===== src/rtl/spm_program_loader_if.sv =====
// rtl/spm_program_loader_if.sv - instruction-field stream and program-memory write bus of the SPM loader
interface spm_program_loader_if #(
    parameter int ADDR_SIZE = 8
);
    logic                 in_valid;
    logic                 in_ready;
    logic [3:0]           in_opcode;
    logic [1:0]           in_src;
    logic [1:0]           in_dest;
    logic [7:0]           in_operand;
    logic                 in_last;
    logic [ADDR_SIZE-1:0] mem_addr;
    logic [7:0]           mem_data;
    logic                 mem_write;

    modport master (
        output in_valid, in_opcode, in_src, in_dest, in_operand, in_last,
        input  in_ready, mem_addr, mem_data, mem_write
    );

    modport slave (
        input  in_valid, in_opcode, in_src, in_dest, in_operand, in_last,
        output in_ready, mem_addr, mem_data, mem_write
    );
endinterface


===== src/rtl/spm_program_loader.sv =====
// rtl/spm_program_loader.sv - encodes SPM instructions into memory words and writes them, holding the CPU in reset
// Optional checksum output enabled by LOADER_CHECKSUM_EN.
module spm_program_loader #(
    parameter int WORD_SIZE = 8,
    parameter int ADDR_SIZE = 8,
    parameter int MEM_DEPTH = 256,
    parameter int BASE_ADDR = 0
) (
    input  logic clk,
    input  logic rst,
    input  logic start,
    spm_program_loader_if.slave bus,
    output logic busy,
    output logic done,
    output logic err,
    output logic cpu_rst_n
`ifdef LOADER_CHECKSUM_EN
    ,
    output logic [7:0] checksum
`endif
);
    // One extra counter bit so that stepping past the last address is visible instead of wrapping.
    localparam int CW = ADDR_SIZE + 1;
    localparam logic [CW-1:0] BASE  = CW'(BASE_ADDR);
    localparam logic [CW-1:0] LIMIT = CW'(MEM_DEPTH);
    localparam logic [3:0]    OP_MAX = 4'd8;
    localparam logic [3:0]    OP_RD  = 4'd5;

    typedef enum logic [2:0] {
        S_IDLE,
        S_ACCEPT,
        S_WR_INS,
        S_WR_ARG,
        S_DONE,
        S_ERR
    } state_t;

    state_t          state;
    state_t          state_nx;
    logic [CW-1:0]   addr;
    logic [3:0]      op_q;
    logic [1:0]      src_q;
    logic [1:0]      dest_q;
    logic [7:0]      operand_q;
    logic            last_q;

    logic            ready;
    logic            write;
    logic [ADDR_SIZE-1:0] waddr;
    logic [7:0]      wdata;
    logic            overflow;
    logic            two_word;
    logic            restart;
    logic [WORD_SIZE-1:0] ins_word;

    assign ins_word = {op_q, src_q, dest_q};
    assign overflow = (addr >= LIMIT);
    assign two_word = (op_q >= OP_RD);
    assign restart  = start && (state == S_IDLE || state == S_DONE || state == S_ERR);

    always_comb begin
        state_nx  = state;
        ready     = 1'b0;
        write     = 1'b0;
        waddr     = '0;
        wdata     = '0;
        busy      = 1'b0;
        done      = 1'b0;
        err       = 1'b0;
        cpu_rst_n = 1'b0;
        case (state)
            S_IDLE: begin
                if (start) state_nx = S_ACCEPT;
            end
            S_ACCEPT: begin
                ready = 1'b1;
                busy  = 1'b1;
                if (bus.in_valid) state_nx = (bus.in_opcode > OP_MAX) ? S_ERR : S_WR_INS;
            end
            S_WR_INS: begin
                busy = 1'b1;
                if (overflow) begin
                    state_nx = S_ERR;
                end else begin
                    write = 1'b1;
                    waddr = addr[ADDR_SIZE-1:0];
                    wdata = ins_word;
                    if (two_word)    state_nx = S_WR_ARG;
                    else if (last_q) state_nx = S_DONE;
                    else             state_nx = S_ACCEPT;
                end
            end
            S_WR_ARG: begin
                busy = 1'b1;
                if (overflow) begin
                    state_nx = S_ERR;
                end else begin
                    write    = 1'b1;
                    waddr    = addr[ADDR_SIZE-1:0];
                    wdata    = operand_q;
                    state_nx = last_q ? S_DONE : S_ACCEPT;
                end
            end
            S_DONE: begin
                done      = 1'b1;
                cpu_rst_n = 1'b1;
                if (start) state_nx = S_ACCEPT;
            end
            S_ERR: begin
                err = 1'b1;
                if (start) state_nx = S_ACCEPT;
            end
            default: state_nx = S_IDLE;
        endcase
    end

    assign bus.in_ready  = ready;
    assign bus.mem_write = write;
    assign bus.mem_addr  = waddr;
    assign bus.mem_data  = wdata;

    always_ff @(posedge clk or negedge rst) begin
        if (!rst) begin
            state     <= S_IDLE;
            addr      <= BASE;
            op_q      <= '0;
            src_q     <= '0;
            dest_q    <= '0;
            operand_q <= '0;
            last_q    <= 1'b0;
        end else begin
            state <= state_nx;
            if (restart) begin
                addr <= BASE;
            end else if (write) begin
                addr <= addr + 1'b1;
            end
            if (ready && bus.in_valid) begin
                op_q      <= bus.in_opcode;
                src_q     <= bus.in_src;
                dest_q    <= bus.in_dest;
                operand_q <= bus.in_operand;
                last_q    <= bus.in_last;
            end
        end
    end

`ifdef LOADER_CHECKSUM_EN
    always_ff @(posedge clk or negedge rst) begin
        if (!rst) begin
            checksum <= '0;
        end else if (restart) begin
            checksum <= '0;
        end else if (write) begin
            checksum <= checksum + wdata;
        end
    end
`endif
endmodule

===== src/flat_wrapper.sv =====
// flat-port wrapper written by rule: the top's interface ports become plain ports
module spm_program_loader_flat 
#(
    parameter int WORD_SIZE = 8,
    parameter int ADDR_SIZE = 8,
    parameter int MEM_DEPTH = 256,
    parameter int BASE_ADDR = 0
)
  (clk, rst, start, busy, done, err, cpu_rst_n, bus_in_valid, bus_in_opcode, bus_in_src, bus_in_dest, bus_in_operand, bus_in_last, bus_in_ready, bus_mem_addr, bus_mem_data, bus_mem_write);
  spm_program_loader_if #(.ADDR_SIZE(ADDR_SIZE)) bus_i ();
  input  logic clk;
  input  logic rst;
  input  logic start;
  output logic busy;
  output logic done;
  output logic err;
  output logic cpu_rst_n;
  input wire logic [$bits(bus_i.in_valid)-1:0] bus_in_valid;
  input wire logic [$bits(bus_i.in_opcode)-1:0] bus_in_opcode;
  input wire logic [$bits(bus_i.in_src)-1:0] bus_in_src;
  input wire logic [$bits(bus_i.in_dest)-1:0] bus_in_dest;
  input wire logic [$bits(bus_i.in_operand)-1:0] bus_in_operand;
  input wire logic [$bits(bus_i.in_last)-1:0] bus_in_last;
  output wire logic [$bits(bus_i.in_ready)-1:0] bus_in_ready;
  output wire logic [$bits(bus_i.mem_addr)-1:0] bus_mem_addr;
  output wire logic [$bits(bus_i.mem_data)-1:0] bus_mem_data;
  output wire logic [$bits(bus_i.mem_write)-1:0] bus_mem_write;
  assign bus_i.in_valid = bus_in_valid;
  assign bus_i.in_opcode = bus_in_opcode;
  assign bus_i.in_src = bus_in_src;
  assign bus_i.in_dest = bus_in_dest;
  assign bus_i.in_operand = bus_in_operand;
  assign bus_i.in_last = bus_in_last;
  assign bus_in_ready = bus_i.in_ready;
  assign bus_mem_addr = bus_i.mem_addr;
  assign bus_mem_data = bus_i.mem_data;
  assign bus_mem_write = bus_i.mem_write;
  spm_program_loader #(.WORD_SIZE(WORD_SIZE), .ADDR_SIZE(ADDR_SIZE), .MEM_DEPTH(MEM_DEPTH), .BASE_ADDR(BASE_ADDR)) u_core (.clk(clk), .rst(rst), .start(start), .bus(bus_i), .busy(busy), .done(done), .err(err), .cpu_rst_n(cpu_rst_n));
endmodule

===== config.mk =====
export PLATFORM = sky130hd
export DESIGN_NAME = spm_program_loader_flat
export DESIGN_NICKNAME = d
export VERILOG_FILES = /design/src/rtl/spm_program_loader_if.sv /design/src/rtl/spm_program_loader.sv /design/src/flat_wrapper.sv
export SDC_FILE = /design/constraint.sdc
export NUM_CORES = 1
export LEC_CHECK = 0
export BUFFER_PORTS_ARGS = -buffer_cell sky130_fd_sc_hd__buf_2
export CAP_MARGIN = 20
export CORE_ASPECT_RATIO = 1.25
export CORE_UTILIZATION = 35
export CTS_BUF_LIST = sky130_fd_sc_hd__clkbuf_8
export DETAILED_ROUTE_END_ITERATION = 8
export PLACE_DENSITY = 0.56
export SLEW_MARGIN = 20
export SYNTH_ARGS = -nofsm -noshare
export SYNTH_HDL_FRONTEND = slang
export SYNTH_SLANG_ARGS = --single-unit

===== constraint.sdc =====
create_clock -name clk -period 2.13 [get_ports clk]
set_clock_uncertainty 0.2 [all_clocks]
set_input_delay 0.426 -clock clk [delete_from_list [all_inputs] [get_ports clk]]
set_output_delay 0.426 -clock clk [all_outputs]
set_load 0.005 [all_outputs]

==> qor.yml <==
crit_required_ns: 1.50
ys_seq_area_share_pct: 47.1
first_pass_iters: 4
cts.sinks: 29
routed_via_density: 4.77
rsz0062_at_grt: "true"
num-nets-final: 219
syn_nets: 168
grt_pass1_wl_um: 5660
coreArea_um2: 4160
gp_congestion: 0.757
avgSynthCellArea_um2: 10.6
synth.most_common_cell: "dfrtp_1"
cts.clk_slew.worst_paths_ns: 0.07
syn_inst: 145
htreeDepth: 2
first_global_vias: 1304
synth_ff_type: "dfrtp_1"
cts-root-buf: "clkbuf_8"
grt-ovfl-total: 0
antenna_found_initial: 0
cp-startpoint: "u_core.state[2]$_DFFE_PN0P_"
hold_viol_final: 0
seq_area_um2: 726
slew_viol_final: 0
r2r_start: "u_core.state[1]$_DFFE_PN0P_"
total_power_mw: 2.44
numCtsBuffers: 5
grtUsageTotal_pct: 16.3
finalInstanceArea_um2: 1970
synth_area_leaders: "dfrtp_1 47%, mux2_4 6.8%, mux2_2 6.6%"
dpl_cell_area_um2: 1820
hold_class: "input port to register"
critPathLaunchType: "register"
dpl.cell_count: 242
critPathKind: "register to output pin"
die_area_um2: 4680
syn2layout_area_growth_pct: 27.6
initial_core_util_pct: 37.0
layout-drive-gt1-share_pct: 43.7
pwr_density_cell_nw_per_um2: 1240
drtIter0Drc: 34
whs_ns: 0.151
status: "finished clean"
finalCritPeriodShare_pct: 98.2
via_count: 1208
vdd_ir_drop_max_mv: 0.601
tns_ns: 0
ys_async_sr_fraction_pct: 100
slew_headroom_pct: 56.4
worstHoldStart: "bus_in_last"
yosysWarnings: 0
instances_no_fill: 253
clock_latency_ns: 0.28
final_core_util_pct: 47.2
period_minus_slack_ns: 2.09
cts_buffer_depth: 2
fin_ws_ns: 0.0390
synth-edff-count: 0
fmax_ghz: 0.478
synthesis.area_um2: 1540
synth_top_area_cell: "dfrtp_1"
hpwl_um: 2410
leakage_nw: 0.971
antenna_cells: 0
synth_cell_types: 36
multi_input_area_um2: 751
finalSetupViolations: 0
cap_violations: 0
num_rows: 26
port_buffers: 42
holdPathStages: 3
drc: 0
path_max_fanout: 5
io_pins: 43
cp_data_arrival_time_ns: 1.47
reg2regPathDepth: 5
post-synth-top-area-fraction_pct: 47.1
die_h_um: 76.2
drt-total-wl_um: 3210
wl_per_cell_um: 12.7
worstMarginPinSlew_ns: 0.653
dp_slack_ns: 0.145
antenna_left: 0
die_x_um: 61.4
nFillCells: 424
end_kind: "output pin"
synth_commonest_cells: "29 x dfrtp_1, 22 x nor2_1, 11 x nand2_1"
grt_max_degree: 30
synth-seq-cells: 29
cts_tree: "built"
## final timing paths
| kind | end | slack (ns) |
|---|---|---|
| setup / recovery | bus_mem_addr[1] | 0.04 |
| hold / removal | u_core.last_q$_DFFE_PN0P_ | 0.15 |
| setup reg to reg | u_core.op_q[1]$_DFFE_PN0P_ | 0.26 |
| hold reg to reg | u_core.src_q[1]$_DFFE_PN0P_ | 0.31 |
| max in group asynchronous | u_core.dest_q[0]$_DFFE_PN0P_ | 0.80 |
| min in group asynchronous | u_core.addr[6]$_DFFE_PN0P_ | 0.51 |
## power breakdown
part / leakage (nW) / internal, mW / switching, mW
clock network: 0.0439 / 0.225 / 0.213
registers: 0.362 / 0.761 / 0.132
logic: 0.565 / 0.608 / 0.502
## kinds of logic after synthesis
group | share of synthesized area, %
compound gates | 7.79
xor+xnor | 2.27
fa+ha+maj | 1.62
buf+inv | 5.84
flops | 47.1
mux | 17.3
simple gates | 18.1
## layout make-up
| class | count | share of cell area (%) |
|---|---|---|
| well taps | 56 | 3.56 |
| inverters | 7 | 1.46 |
| flip-flops and latches | 29 | 36.9 |
| clock inverters | 3 | 0.891 |
| repair buffers | 51 | 15.5 |
| clock buffers | 5 | 3.50 |
| multi-input cells | 102 | 38.2 |
## state kept, by name, indices dropped and copies added, names as in the netlist
register          count
u_core.addr           9
u_core.last_q         1
u_core.op_q           4
u_core.dest_q         2
u_core.operand_q      8
u_core.state          3
u_core.src_q          2
## routing by layer
metal	track usage [%]	share of wire, %	vias to the layer above
met3	5.09	5.0	4
met4	6.89	1.2	0
met2	26.6	51	41
li1	-	-	587
met5	0	0	-
met1	19.0	43	576
## cell usage in the layout (no fill, tap or decap), types with 5 or more instances in the layout
cell type / count
buf_2: 42
dfrtp_1: 29
nor2_1: 19
nand2_1: 11
mux2_2: 9
and2_1: 7
mux2_4: 7
inv_1: 6
mux2i_1: 6
buf_4: 6
o21ai_0: 5
a21oi_1: 5
clkbuf_8: 5
## worst max-delay path, stage by stage (launching register included)
cell and delay (ns):
dfrtp_1 0.38, nand2b_4 0.15, or2_4 0.26, buf_4 0.16, nor2_1 0.11, buf_2 0.13
## what timing repair did
action	in CTS	in global routing
hold endpoints to repair	29	0
cloned	0	0
pin swaps	1	1
setup endpoints to repair	10	13
setup buffers	2	0
gates resized for setup	2	6
hold buffers	1	0
Note: power is estimated with default switching activity, not from simulation.
